**src/rtl/branch_hazard_ctrl.sv**
```systemverilog
// branch_hazard_ctrl: branch operand scoreboard, WB forwarding select, stall FSM and watchdog.
// Define BR_FWD_FLOAT_EN to add the FP register scoreboard and class-matched lookups.
module branch_hazard_ctrl (
    input  logic       clk,
    input  logic       rst_n,
    input  logic       issue_valid,
    input  logic [4:0] issue_rd,
    input  logic       issue_wb,
    input  logic       issue_fp,
    input  logic       kill_valid,
    input  logic [4:0] kill_rd,
    input  logic       kill_fp,
    input  logic       wb_valid,
    input  logic [4:0] rdwb,
    input  logic       fw_wb,
    input  logic       br_valid,
    input  logic [4:0] rs1id,
    input  logic [4:0] rs2id,
    input  logic [1:0] float_read,
    output logic       fa,
    output logic       fb,
    output logic       stall,
    output logic       stall_err,
    output logic [7:0] stall_cnt
);
    typedef enum logic {RUN, STALL} state_t;

    state_t      r_state, w_state_nxt;
    logic [7:0]  r_cnt, w_cnt_nxt;
    logic        r_err, w_err_nxt;
    logic [31:0] r_pend_int, w_pend_int_nxt;
    logic        w_ifp, w_kfp, w_wfp;
    logic [1:0]  w_fr;
    logic        w_pend1, w_pend2, w_fa, w_fb, w_haz1, w_haz2, w_stall;

    // Clears from writeback/kill apply first so a same-cycle issue keeps the entry pending.
    function automatic logic [31:0] f_next(input logic [31:0] p, input logic s, input logic [4:0] s_rd,
                                           input logic c1, input logic [4:0] c1_rd,
                                           input logic c2, input logic [4:0] c2_rd);
        logic [31:0] clr, set;
        clr = ({31'd0, c1} << c1_rd) | ({31'd0, c2} << c2_rd);
        set = {31'd0, s} << s_rd;
        return ((p & ~clr) | set) & ~32'd1;
    endfunction

`ifdef BR_FWD_FLOAT_EN
    logic [31:0] r_pend_fp, w_pend_fp_nxt;

    assign w_ifp = issue_fp;
    assign w_kfp = kill_fp;
    assign w_wfp = fw_wb;
    assign w_fr  = float_read;
    assign w_pend_fp_nxt = f_next(r_pend_fp, issue_valid & issue_wb & w_ifp, issue_rd,
                                  wb_valid & w_wfp, rdwb, kill_valid & w_kfp, kill_rd);
    assign w_pend1 = w_fr[1] ? r_pend_fp[rs1id] : r_pend_int[rs1id];
    assign w_pend2 = w_fr[0] ? r_pend_fp[rs2id] : r_pend_int[rs2id];

    // FP pending bits
    always_ff @(posedge clk or negedge rst_n)
        if (!rst_n) r_pend_fp <= '0;
        else        r_pend_fp <= w_pend_fp_nxt;
`else
    logic w_unused;

    assign w_unused = ^{issue_fp, kill_fp, fw_wb, float_read};
    assign w_ifp   = 1'b0;
    assign w_kfp   = 1'b0;
    assign w_wfp   = 1'b0;
    assign w_fr    = 2'b00;
    assign w_pend1 = r_pend_int[rs1id];
    assign w_pend2 = r_pend_int[rs2id];
`endif

    assign w_pend_int_nxt = f_next(r_pend_int, issue_valid & issue_wb & ~w_ifp, issue_rd,
                                   wb_valid & ~w_wfp, rdwb, kill_valid & ~w_kfp, kill_rd);

    assign w_fa = wb_valid && rdwb != 5'd0 && rdwb == rs1id && (w_fr[1] == w_wfp);
    assign w_fb = wb_valid && rdwb != 5'd0 && rdwb == rs2id && (w_fr[0] == w_wfp);

    assign w_haz1 = rs1id != 5'd0 && !w_fa &&
                    (w_pend1 || (issue_valid && issue_wb && issue_rd == rs1id && w_ifp == w_fr[1]));
    assign w_haz2 = rs2id != 5'd0 && !w_fb &&
                    (w_pend2 || (issue_valid && issue_wb && issue_rd == rs2id && w_ifp == w_fr[0]));
    assign w_stall = br_valid && (w_haz1 || w_haz2);

    assign fa        = rst_n & w_fa;
    assign fb        = rst_n & w_fb;
    assign stall     = rst_n & w_stall;
    assign stall_cnt = r_cnt;
    assign stall_err = r_err;

    // Integer pending bits
    always_ff @(posedge clk or negedge rst_n)
        if (!rst_n) r_pend_int <= '0;
        else        r_pend_int <= w_pend_int_nxt;

    // Stall FSM next state, run-length counter with saturation, sticky watchdog
    always_comb begin
        w_state_nxt = w_stall ? STALL : RUN;
        w_cnt_nxt   = !w_stall ? 8'd0 : (r_state == RUN ? 8'd1 : (r_cnt == 8'd255 ? r_cnt : r_cnt + 8'd1));
        w_err_nxt   = r_err | (w_cnt_nxt == 8'd255);
    end

    // Stall FSM state, counter and watchdog registers
    always_ff @(posedge clk or negedge rst_n)
        if (!rst_n) begin
            r_state <= RUN;
            r_cnt   <= 8'd0;
            r_err   <= 1'b0;
        end else begin
            r_state <= w_state_nxt;
            r_cnt   <= w_cnt_nxt;
            r_err   <= w_err_nxt;
        end
endmodule

```
**config.mk**
```make
export PLATFORM = sky130hd
export DESIGN_NAME = branch_hazard_ctrl
export DESIGN_NICKNAME = d
export VERILOG_FILES = /design/src/rtl/branch_hazard_ctrl.sv
export SDC_FILE = /design/constraint.sdc
export NUM_CORES = 1
export LEC_CHECK = 0
export CAP_MARGIN = 10
export CORE_AREA = 2 2 84 86
export CTS_CLUSTER_DIAMETER = 200
export DETAILED_ROUTE_END_ITERATION = 10
export DIE_AREA = 0 0 86 88
export GPL_TIMING_DRIVEN = 0
export PLACE_DENSITY = 0.86
export SYNTH_ARGS = -nofsm -noshare
export SYNTH_HDL_FRONTEND = slang
export SYNTH_SLANG_ARGS = --single-unit
export TNS_END_PERCENT = 5
```
**constraint.sdc**
```tcl
create_clock -name clk -period 2.8 [get_ports clk]
set_input_delay 0.56 -clock clk [delete_from_list [all_inputs] [get_ports clk]]
set_output_delay 0.56 -clock clk [all_outputs]
set_load 0.05 [all_outputs]
```
==> metrics.cfg, run 1 <==
[floorplanning]
pin_count = 49
die_width_um = 86
initial_utilization = 0.475
core-area_um2 = 6640
dieHeight_um = 88
num_rows = 30
die_area_um2 = 7570

[setup_path]
regToRegStartpoint = stall_cnt[0]$_DFF_PN0_
crit_path_cell_trace = buf_4, buf_2, nor2b_1, a221o_1, a311oi_2, o22ai_2, a22oi_4, a21oi_2, buf_6
worstPathRequired_ns = 2.24
timing.setup.critical_path_class = input pin to primary output
path_buf_inv = 3
critical_path.endpoint_type = primary output
cp.arrival_ns = 2.28
r2r_setup_slack_ns = 0.51
worstReg2RegEnd = stall_err$_DFF_PN0_
startpoint_type_of_the_worst_setup_path = input pin
crit_cells = 9
rr_worst_depth = 7
critPathSlowestCell = a221o_1
crit_path_max_fanout = 10
critPathTopFamily = compound AO/OA/AOI/OAI gates
critical-path-max-stage-delay_ns = 0.30

[worst_hold_path]
hp-class = input pin to async pin

[sta]
setup_violations = 1
finalHoldWorstSlack_ns = 0.0443
slew-limit-headroom = 0.611
min_period_over_period = 1.01
timing.final.ws_setup_ns = -0.0360
maxClockFrequency_ghz = 0.353
slew_viol_final = 0
tightestPinTransition_ns = 0.579
rsz0062_at_grt = yes
final_worst_path_period_need_ns = 2.84
timing_hold_violations_final = 0
clock-skew-final_ns = 0.00523

[yosys]
yosys.cell_types.count = 58
synth_edf_count = 0
yosys_register_bits = 41
synth_top_cell_by_area = dfrtp_1
ys_top_cells_by_area = dfrtp_1 33%, a22o_1 8.6%, a22oi_1 7.4%
synth_top_area_share = 0.325
synth-seq-area-share = 0.325
gate_count_post_synth = 328
ys.flop_type = dfrtp_1
postSynthNetCount = 366
post-synth-top-count-cell = dfrtp_1
ys.warnings.count = 0
avgSynthCellArea_um2 = 9.61
async_flop_share = 1.00
netlist_area_um2 = 3150
synth_top_cells_by_count = 41 x dfrtp_1, 31 x a22o_1, 31 x a22oi_1

[routing]
first_iter_violations = 267
drtAntennaViolNets = 0
wirelength_um = 9360
avgViaCountPerCell = 6.64
first_pass_iters = 5
wl_per_cell_um = 20.2
dr_total_vias = 3075
drc = 0

[cts]
clk_transition_reported_paths_ns = 0.08
clock_sinks = 41
cts.hold.buffers_added = 0
clock_tree.htree_level_count = 2
cts_tree = done
cts-root-buf = clkbuf_8
worst_skew_pair.late_latency_ns = 0.30
clock_tree.buffer_depth = 2
cts_made_buffers = 5

[global_route]
globalRoute.totalOverflow = 0
number_of_antenna_violations_at_the_first_check_in_global_routing = 0
gr-usage-all-layers = 0.257
grt_pass1_vias = 3091
grt_max_degree = 43
grt_pass1_wl_um = 15000

[pwr]
worst_ir_drop_vdd_v = 0.000331
cellLeakagePower_nw = 1.59
post-layout-total-power_mw = 1.73
power_per_cell_area_nw_per_um2 = 436

[placement]
port-buffer-count = 35
place_hpwl_um = 6850
final_wtd_congestion = 0.969

[cells_and_area]
final_layout_size_suffix_gt1_frac = 0.178
area.growth.synth_to_final_pct = 25.4
number_of_antenna_repair_diodes = 0
nets = 420

[run_status]
violations = negative setup slack
run_status = complete, but fails checks

[job]
cap_violations = 0

flip-flops by register name, indices dropped and copies added, names as in the netlist:
name and count:
stall_err 1, stall_cnt 8, r_pend_int 31, r_state 1
cells in the final DEF, fill, tap and decap left out, types with 6 or more instances in the layout:
cell type and instances:
a22oi_1 31, dfrtp_1 41, nand2_1 22, a22o_1 31, mux2i_1 14, nor2_1 28
xnor2_1 15, clkbuf_1 12, nor2b_1 7, nand3_1 6, buf_4 12, nor3_1 7
dlygate4sd2_1 8, nand2b_1 8, a21oi_1 10, clkdlybuf4s50_1 17
cell families (layout without fill, tap and decap cells):
group | Yosys count | in the layout | synth area share
flops | 41 | 41 | 0.325
fa+ha+maj | 1 | 1 | 0.00397
buf+inv | 27 | 82 | 0.0425
xor+xnor | 21 | 21 | 0.0583
compound gates | 102 | 102 | 0.252
mux | 27 | 27 | 0.133
simple gates | 109 | 109 | 0.184
worst max path at each step:
stage,from,endpoint,slack (ns)
3_5_place_dp,rs2id[2],stall,-1.29
6_report,rs1id[2],stall,-0.04
2_1_floorplan,rs2id[0],stall,-0.25
5_1_grt,rs1id[2],stall,-0.14
4_1_cts,rdwb[2],stall,-0.01
3_3_place_gp,rst_n,fa,-1.45
where the power goes:
group          internal, mW  total, mW  switching (mW)
Clock                 0.268      0.486           0.218
Combinational         0.253      0.489           0.237
Sequential            0.668      0.750          0.0812
per-layer routing:
layer,global-route usage,wire length (µm),up-vias
met1,0.311,3670,1482
met2,0.443,4560,183
met5,0,0,-
li1,-,-,1372
met4,0.134,340,0
met3,0.0424,785,38
per-stage QoR:
stage	area, µm²	utilization	TNS (ns)	std cells	worst slack (ns)
final	3950	0.595	-0.0360	463	-0.0360
after global routing	3950	0.595	-0.136	463	-0.136
after CTS	3940	0.593	-0.0139	463	-0.0139
after detailed placement	3630	0.546	-3.26	444	-1.29
after global placement	3610	0.544	-4.69	443	-1.45
after floorplan	3160	-	-0.255	328	-0.255
worst register-to-register path, stage by stage, from the launching register on:
cell and delay, ns:
dfrtp_1 0.51, ha_1 0.28, nand3_1 0.28, or3_1 0.44
clkbuf_1 0.21, o21ai_0 0.21, a41oi_1 0.14, a21oi_1 0.15
final cells by class:
type,count,area [µm²]
Tap cell,80,100
Multi-Input combinational cell,260,2090
Inverter,4,15.0
Timing Repair Buffer,48,455
Buffer,22,158
Fill cell,551,2690
Clock inverter,2,38.8
Sequential cell,41,1030
Clock buffer,6,72.6
timing repair:
item                                    in CTS  in global routing
pin swaps                                   16                  4
resized for setup                           74                  7
gates cloned                                 1                  0
setup buffers                               11                  0
endpoints found under the setup margin       3                  2
Note: power is estimated with default switching activity, not from simulation.
==> inputs of run 2 (changes only) <==
--- a/config.mk
+++ b/config.mk
@@ -12,6 +12,7 @@
 export DIE_AREA = 0 0 86 88
 export GPL_TIMING_DRIVEN = 0
 export PLACE_DENSITY = 0.86
+export RECOVER_POWER = 100
 export SYNTH_ARGS = -nofsm -noshare
 export SYNTH_HDL_FRONTEND = slang
 export SYNTH_SLANG_ARGS = --single-unit
==> run 2 against run 1 <==
Compared with the run above: the flow still finishes with violations (negative setup slack); clock skew hardly changed; cell count stayed put; fmax is 0.11% lower; non-clock buffer count unchanged; first-iteration DRC count is the same; critical endpoint unchanged; largest power group unchanged.
==> metrics.cfg, run 2 (synthesis results as in run 1) <==
[run_status]
run_status = complete, but fails checks
violations = negative setup slack

[setup_path]
crit_cells = 9  ; unchanged
rr_worst_depth = 7  ; unchanged
regToRegStartpoint = stall_cnt[0]$_DFF_PN0_
critPathTopFamily = compound AO/OA/AOI/OAI gates
r2r_setup_slack_ns = 0.51  ; about the same
path_buf_inv = 3  ; unchanged
startpoint_type_of_the_worst_setup_path = input pin
endpoint_of_the_most_critical_setup_path = stall
cp-startpoint = rs1id[2]
critical_path.endpoint_type = primary output
crit_path_max_fanout = 10  ; unchanged
worstPathRequired_ns = 2.24  ; about the same
critical-path-max-stage-delay_ns = 0.30  ; about the same
timing.setup.critical_path_class = input pin to primary output
crit_path_cell_trace = buf_4, buf_2, nor2b_1, a221o_1, a311oi_2, o22ai_2, a22oi_4, a21oi_2, buf_6
cp.arrival_ns = 2.28  ; about the same
worstReg2RegEnd = stall_err$_DFF_PN0_
critPathSlowestCell = a221o_1

[pwr]
power_per_cell_area_nw_per_um2 = 436  ; about the same
power_frac_clock = 0.281  ; about the same
power.net_switching_mw = 0.536  ; about the same
share_comb_of_total_power = 0.284  ; about the same
worst_ir_drop_vdd_v = 0.000331  ; +0.19%
cellLeakagePower_nw = 1.61  ; +1.2%
switching_share = 0.311  ; about the same
seq_power_share = 0.435  ; about the same
cell_internal_pwr_mw = 1.19  ; about the same

[cts]
worst_skew_pair.late_latency_ns = 0.30  ; about the same
clk_transition_reported_paths_ns = 0.08  ; about the same
cts-root-buf = clkbuf_8
clock_sinks = 41  ; unchanged
cts_made_buffers = 5  ; unchanged
cts_tree = done
clock_tree.htree_level_count = 2  ; unchanged
cts.hold.buffers_added = 0  ; unchanged
clock_tree.buffer_depth = 2  ; unchanged

[sta]
timing_hold_violations_final = 0  ; unchanged
finalHoldWorstSlack_ns = 0.0586  ; +0.0143 ns
timing.setup.tns_ns = -0.0391  ; -0.00307 ns
rsz0062_at_grt = yes
slew_viol_final = 0  ; unchanged
final_worst_path_period_need_ns = 2.84  ; +0.00307 ns
min_period_over_period = 1.01  ; +0.00109
tightestPinTransition_ns = 0.597  ; +0.0181 ns
setup_violations = 1  ; unchanged
maxClockFrequency_ghz = 0.352  ; -0.11%
timing.final.ws_setup_ns = -0.0391  ; -0.00307 ns
clock-skew-final_ns = 0.00527  ; +0.0000433 ns
slew-limit-headroom = 0.599  ; -0.0122

[routing]
first_pass_iters = 6  ; +1
wirelength_um = 9370  ; about the same
avgViaCountPerCell = 6.71  ; +1.0%
dr_total_vias = 3107  ; +1.0%
drc = 0  ; unchanged
wl_per_cell_um = 20.2  ; about the same
drtAntennaViolNets = 0  ; unchanged
first_iter_violations = 267  ; unchanged

[cells_and_area]
most-common-layout-cells = 41 x dfrtp_1, 31 x a22oi_1, 31 x a22o_1, 28 x nor2_1, 22 x nand2_1
num-fill-cells = 552  ; +0.18%
nets = 420  ; unchanged
number_of_antenna_repair_diodes = 0  ; unchanged
regMostFlops = r_pend_int
largest_register_ffs = 31  ; unchanged
layout.cells.most_common = dfrtp_1
final_layout_size_suffix_gt1_frac = 0.175  ; -0.00261
post-route-cell-area_um2 = 3950  ; about the same
fin_util = 0.595  ; about the same
area.growth.synth_to_final_pct = 25.4  ; about the same

[floorplanning]
core-area_um2 = 6640  ; unchanged
initial_utilization = 0.475  ; unchanged
die_width_um = 86  ; unchanged
pin_count = 49  ; unchanged
dieHeight_um = 88  ; unchanged
die_area_um2 = 7570  ; unchanged
num_rows = 30  ; unchanged

[global_route]
number_of_antenna_violations_at_the_first_check_in_global_routing = 0  ; unchanged
globalRoute.totalOverflow = 0  ; unchanged
gr-usage-all-layers = 0.257  ; unchanged
grt_pass1_wl_um = 15000  ; unchanged
grt_max_degree = 43  ; unchanged
grt_pass1_vias = 3091  ; unchanged

[placement]
placed_area_um2 = 3630  ; unchanged
place_worst_setup_slack_ns = -1.29  ; unchanged
port-buffer-count = 35  ; unchanged
final_wtd_congestion = 0.969  ; unchanged
place_hpwl_um = 6850  ; unchanged

[worst_hold_path]
hp-class = input pin to async pin

[job]
cap_violations = 0  ; unchanged

## run 2: what timing repair did
action,CTS,global route
setup buffers,11,0
gates cloned,1,0
gates resized for setup,74,7
setup endpoints to repair,3,2
pin swaps,16,4
## run 2: how the worst min path moves through the flow
stage                              from                       end
6_report                          rst_n    stall_cnt[6]$_DFF_PN0_
5_1_grt                           rst_n    stall_cnt[6]$_DFF_PN0_
4_1_cts                           rst_n    stall_cnt[6]$_DFF_PN0_
3_5_place_dp                      rst_n    stall_cnt[6]$_DFF_PN0_
3_3_place_gp   r_pend_int[11]$_DFF_PN0_  r_pend_int[11]$_DFF_PN0_
2_1_floorplan                     rst_n  r_pend_int[10]$_DFF_PN0_
## run 2: power by group through the flow
| stage | registers (mW) | clock network [mW] | logic [mW] |
|---|---|---|---|
| 4_1_cts | 0.743 | 0.490 | 0.479 |
| 3_5_place_dp | 0.754 | 0 | 0.440 |
| 5_1_grt | 0.755 | 0.525 | 0.525 |
| 2_1_floorplan | 0.729 | 0 | 0.306 |
| 6_report | 0.750 | 0.485 | 0.489 |
| 3_3_place_gp | 0.747 | 0 | 0.425 |
## run 2: per-layer routing
layer	wire [µm]	share of wire	global-route usage
met1	3620	0.39	0.311
met5	0	0	0
met3	825	0.088	0.0424
met2	4560	0.49	0.443
met4	364	0.039	0.134
## run 2: per-stage QoR
step	std cells	power (mW)
2_1_floorplan	328	1.03
3_3_place_gp	443	1.17
3_5_place_dp	444	1.19
4_1_cts	463	1.71
5_1_grt	463	1.80
6_report	463	1.72
## run 2: area by class of cell
cell class	instances	area (µm²)	share of cell area
Multi-Input combinational cell	260	2090	0.528
Sequential cell	41	1030	0.260
Timing Repair Buffer	48	454	0.115
Buffer	22	158	0.0399
Tap cell	80	100	0.0253
Clock buffer	6	72.6	0.0184
Clock inverter	2	38.8	0.00981
Inverter	4	15.0	0.00380
==> inputs of run 3 (changes only) <==
--- a/config.mk
+++ b/config.mk
@@ -6,13 +6,14 @@
 export NUM_CORES = 1
 export LEC_CHECK = 0
 export CAP_MARGIN = 10
-export CORE_AREA = 2 2 84 86
+export CORE_AREA = 2 2 79 81
 export CTS_CLUSTER_DIAMETER = 200
 export DETAILED_ROUTE_END_ITERATION = 10
-export DIE_AREA = 0 0 86 88
+export DIE_AREA = 0 0 81 83
 export GPL_TIMING_DRIVEN = 0
-export PLACE_DENSITY = 0.86
+export PLACE_DENSITY = 0.91
 export RECOVER_POWER = 100
+export SETUP_SLACK_MARGIN = 0.05
 export SYNTH_ARGS = -nofsm -noshare
 export SYNTH_HDL_FRONTEND = slang
 export SYNTH_SLANG_ARGS = --single-unit
==> constraint.sdc (replaced) <==
create_clock -name clk -period 3.2 [get_ports clk]
set_input_delay 0.64 -clock clk [delete_from_list [all_inputs] [get_ports clk]]
set_output_delay 0.64 -clock clk [all_outputs]
set_load 0.05 [all_outputs]
==> run 3 against run 2 <==
Compared with the run above: the flow now finishes without violations; count of clock-buffer cells in the layout is 1 lower; cell count decreased by 1.1%; clock skew fell by 0.0021 ns; first-iteration DRC count increased by 28%; via count rose by 0.71%; worst setup slack improved by 0.10 ns; non-clock buffer count is the same; core utilization rose by 7.5 points; die area shrank 11%; sequential share of layout area rose by 0.37 points; routed wire length increased by 1.4%; sequential power is 13% lower; critical path type unchanged; critical endpoint unchanged.
==> metrics.cfg, run 3 (synthesis results as in run 1) <==
[run_status]
run_status = finished, final reports clean

[cts]
cts_made_buffers = 5  ; unchanged
clock_tree.buffer_depth = 2  ; unchanged
worst_skew_pair.late_latency_ns = 0.30  ; about the same
clk_transition_reported_paths_ns = 0.09  ; about the same
cts_tree = done
clock_tree.htree_level_count = 2  ; unchanged
cts.hold.buffers_added = 0  ; unchanged
cts-root-buf = clkbuf_8
clock_sinks = 41  ; unchanged

[global_route]
gr-usage-all-layers = 0.279  ; +0.0215
globalRoute.totalOverflow = 0  ; unchanged
number_of_antenna_violations_at_the_first_check_in_global_routing = 0  ; unchanged
grt_max_degree = 29  ; -33%
grt_pass1_wl_um = 14500  ; -3.3%
grt_pass1_vias = 2994  ; -3.1%

[sta]
slew_viol_final = 0  ; unchanged
min_period_over_period = 0.980
slew-limit-headroom = 0.620  ; +0.0216
tightestPinTransition_ns = 0.565  ; -0.0322 ns
setup_violations = 0  ; -1
maxClockFrequency_ghz = 0.319
clock-skew-final_ns = 0.00320  ; -0.00207 ns
timing.setup.tns_ns = 0  ; +0.0391 ns
finalHoldWorstSlack_ns = 0.244  ; +0.185 ns
timing_hold_violations_final = 0  ; unchanged
final_worst_path_period_need_ns = 3.14

[setup_path]
critical_path.endpoint_type = primary output
regToRegStartpoint = r_pend_int[2]$_DFF_PN0_
worstPathRequired_ns = 2.56  ; +0.32 ns
rr_worst_depth = 7  ; unchanged
startpoint_type_of_the_worst_setup_path = input pin
endpoint_of_the_most_critical_setup_path = stall
crit_path_max_fanout = 8  ; -2
cp.arrival_ns = 2.50  ; +0.22 ns
timing.setup.critical_path_class = input pin to primary output
cp-startpoint = rdwb[2]
r2r_setup_slack_ns = 0.74  ; +0.23 ns
worstReg2RegEnd = stall_cnt[7]$_DFF_PN0_

[pwr]
cellLeakagePower_nw = 1.60  ; -0.42%
power_per_cell_area_nw_per_um2 = 369  ; -15%
worst_ir_drop_vdd_v = 0.000219  ; -34%

[cells_and_area]
number_of_antenna_repair_diodes = 0  ; unchanged
final_layout_size_suffix_gt1_frac = 0.180  ; +0.00522
most-common-layout-cells = 41 x dfrtp_1, 31 x a22oi_1, 31 x a22o_1, 28 x nor2_1, 23 x nand2_1
layout.cells.most_common = dfrtp_1
ff_latch_area_um2 = 1030  ; unchanged
largest_register_ffs = 31  ; unchanged
area.growth.synth_to_final_pct = 23.6
nets = 420  ; unchanged
regMostFlops = r_pend_int
multi_input_comb_area_um2 = 2080  ; -0.24%
post-route-cell-area_um2 = 3900  ; -1.4%
num-fill-cells = 452  ; -18%

[routing]
avgViaCountPerCell = 6.83  ; +1.8%
wirelength_um = 9500  ; +1.4%
dr_total_vias = 3129  ; +0.71%
drtAntennaViolNets = 0  ; unchanged
drc = 0  ; unchanged
wl_per_cell_um = 20.8  ; +2.5%
first_pass_iters = 7  ; +1
first_iter_violations = 341  ; +28%

[floorplanning]
dieHeight_um = 83  ; -5.7%
num_rows = 28  ; -6.7%
pin_count = 49  ; unchanged
die_width_um = 81  ; -5.8%
initial_utilization = 0.542  ; +0.0676
die_area_um2 = 6720  ; -11%
core-area_um2 = 5820  ; -12%

[placement]
final_wtd_congestion = 0.969  ; about the same
port-buffer-count = 35  ; unchanged
placed_area_um2 = 3620  ; -0.17%
place_hpwl_um = 6980  ; +2.0%

[job]
cap_violations = 0  ; unchanged

[worst_hold_path]
hp-class = input pin to async pin

## run 3: final cells by class
| cell class | instances | share of cell area |
|---|---|---|
| Inverter | 4 | 0.00385 |
| Buffer | 23 | 0.0398 |
| Sequential cell | 41 | 0.263 |
| Multi-Input combinational cell | 260 | 0.535 |
| Clock buffer | 5 | 0.0177 |
| Timing Repair Buffer | 47 | 0.111 |
| Tap cell | 75 | 0.0241 |
| Clock inverter | 3 | 0.00578 |
## run 3: routing by layer
| layer | GRT usage | wire, µm | up-vias |
|---|---|---|---|
| met2 | 0.466 | 4840 | 201 |
| met4 | 0.109 | 301 | 0 |
| met3 | 0.0522 | 716 | 36 |
| li1 | - | - | 1377 |
| met5 | 0 | 0 | - |
| met1 | 0.352 | 3640 | 1515 |
## run 3: worst max-delay path: stages
cell and delay (ns):
buf_6 0.12, or4_4 0.54, o21ai_4 0.22, o22ai_2 0.12
or3_4 0.40, buf_8 0.14, a21oi_4 0.14, buf_6 0.17
## run 3: worst min path at each step
stage	from	to	depth (start not counted)
finish	rst_n	r_pend_int[6]$_DFF_PN0_	1
global route	rst_n	r_pend_int[6]$_DFF_PN0_	1
CTS	rst_n	r_pend_int[6]$_DFF_PN0_	1
detailed placement	r_pend_int[25]$_DFF_PN0_	r_pend_int[25]$_DFF_PN0_	1
global placement	r_pend_int[11]$_DFF_PN0_	r_pend_int[11]$_DFF_PN0_	1
floorplan	rst_n	r_pend_int[10]$_DFF_PN0_	0
## run 3: stage by stage
stage                     power [mW]  instances  worst slack, ns   util
after floorplan                0.905        328          -0.0149      -
after global placement          1.03        438            -1.21  0.620
after detailed placement        1.05        439            -1.05  0.623
after CTS                       1.40        449          -0.0725  0.643
after global routing            1.50        458          -0.0291  0.670
final                           1.44        458           0.0630  0.670
## run 3: report_power, final
part,switching [mW],total [mW],internal [mW]
Combinational,0.212,0.431,0.219
Sequential,0.0706,0.655,0.585
Clock,0.199,0.353,0.153
Total,0.482,1.44,0.957
## run 3: timing repair
item,CTS,global route
setup buffers,2,9
gates resized for setup,25,49
gates cloned,0,0
endpoints found under the setup margin,3,1
pin swaps,3,16
endpoints found under the hold margin,0,0
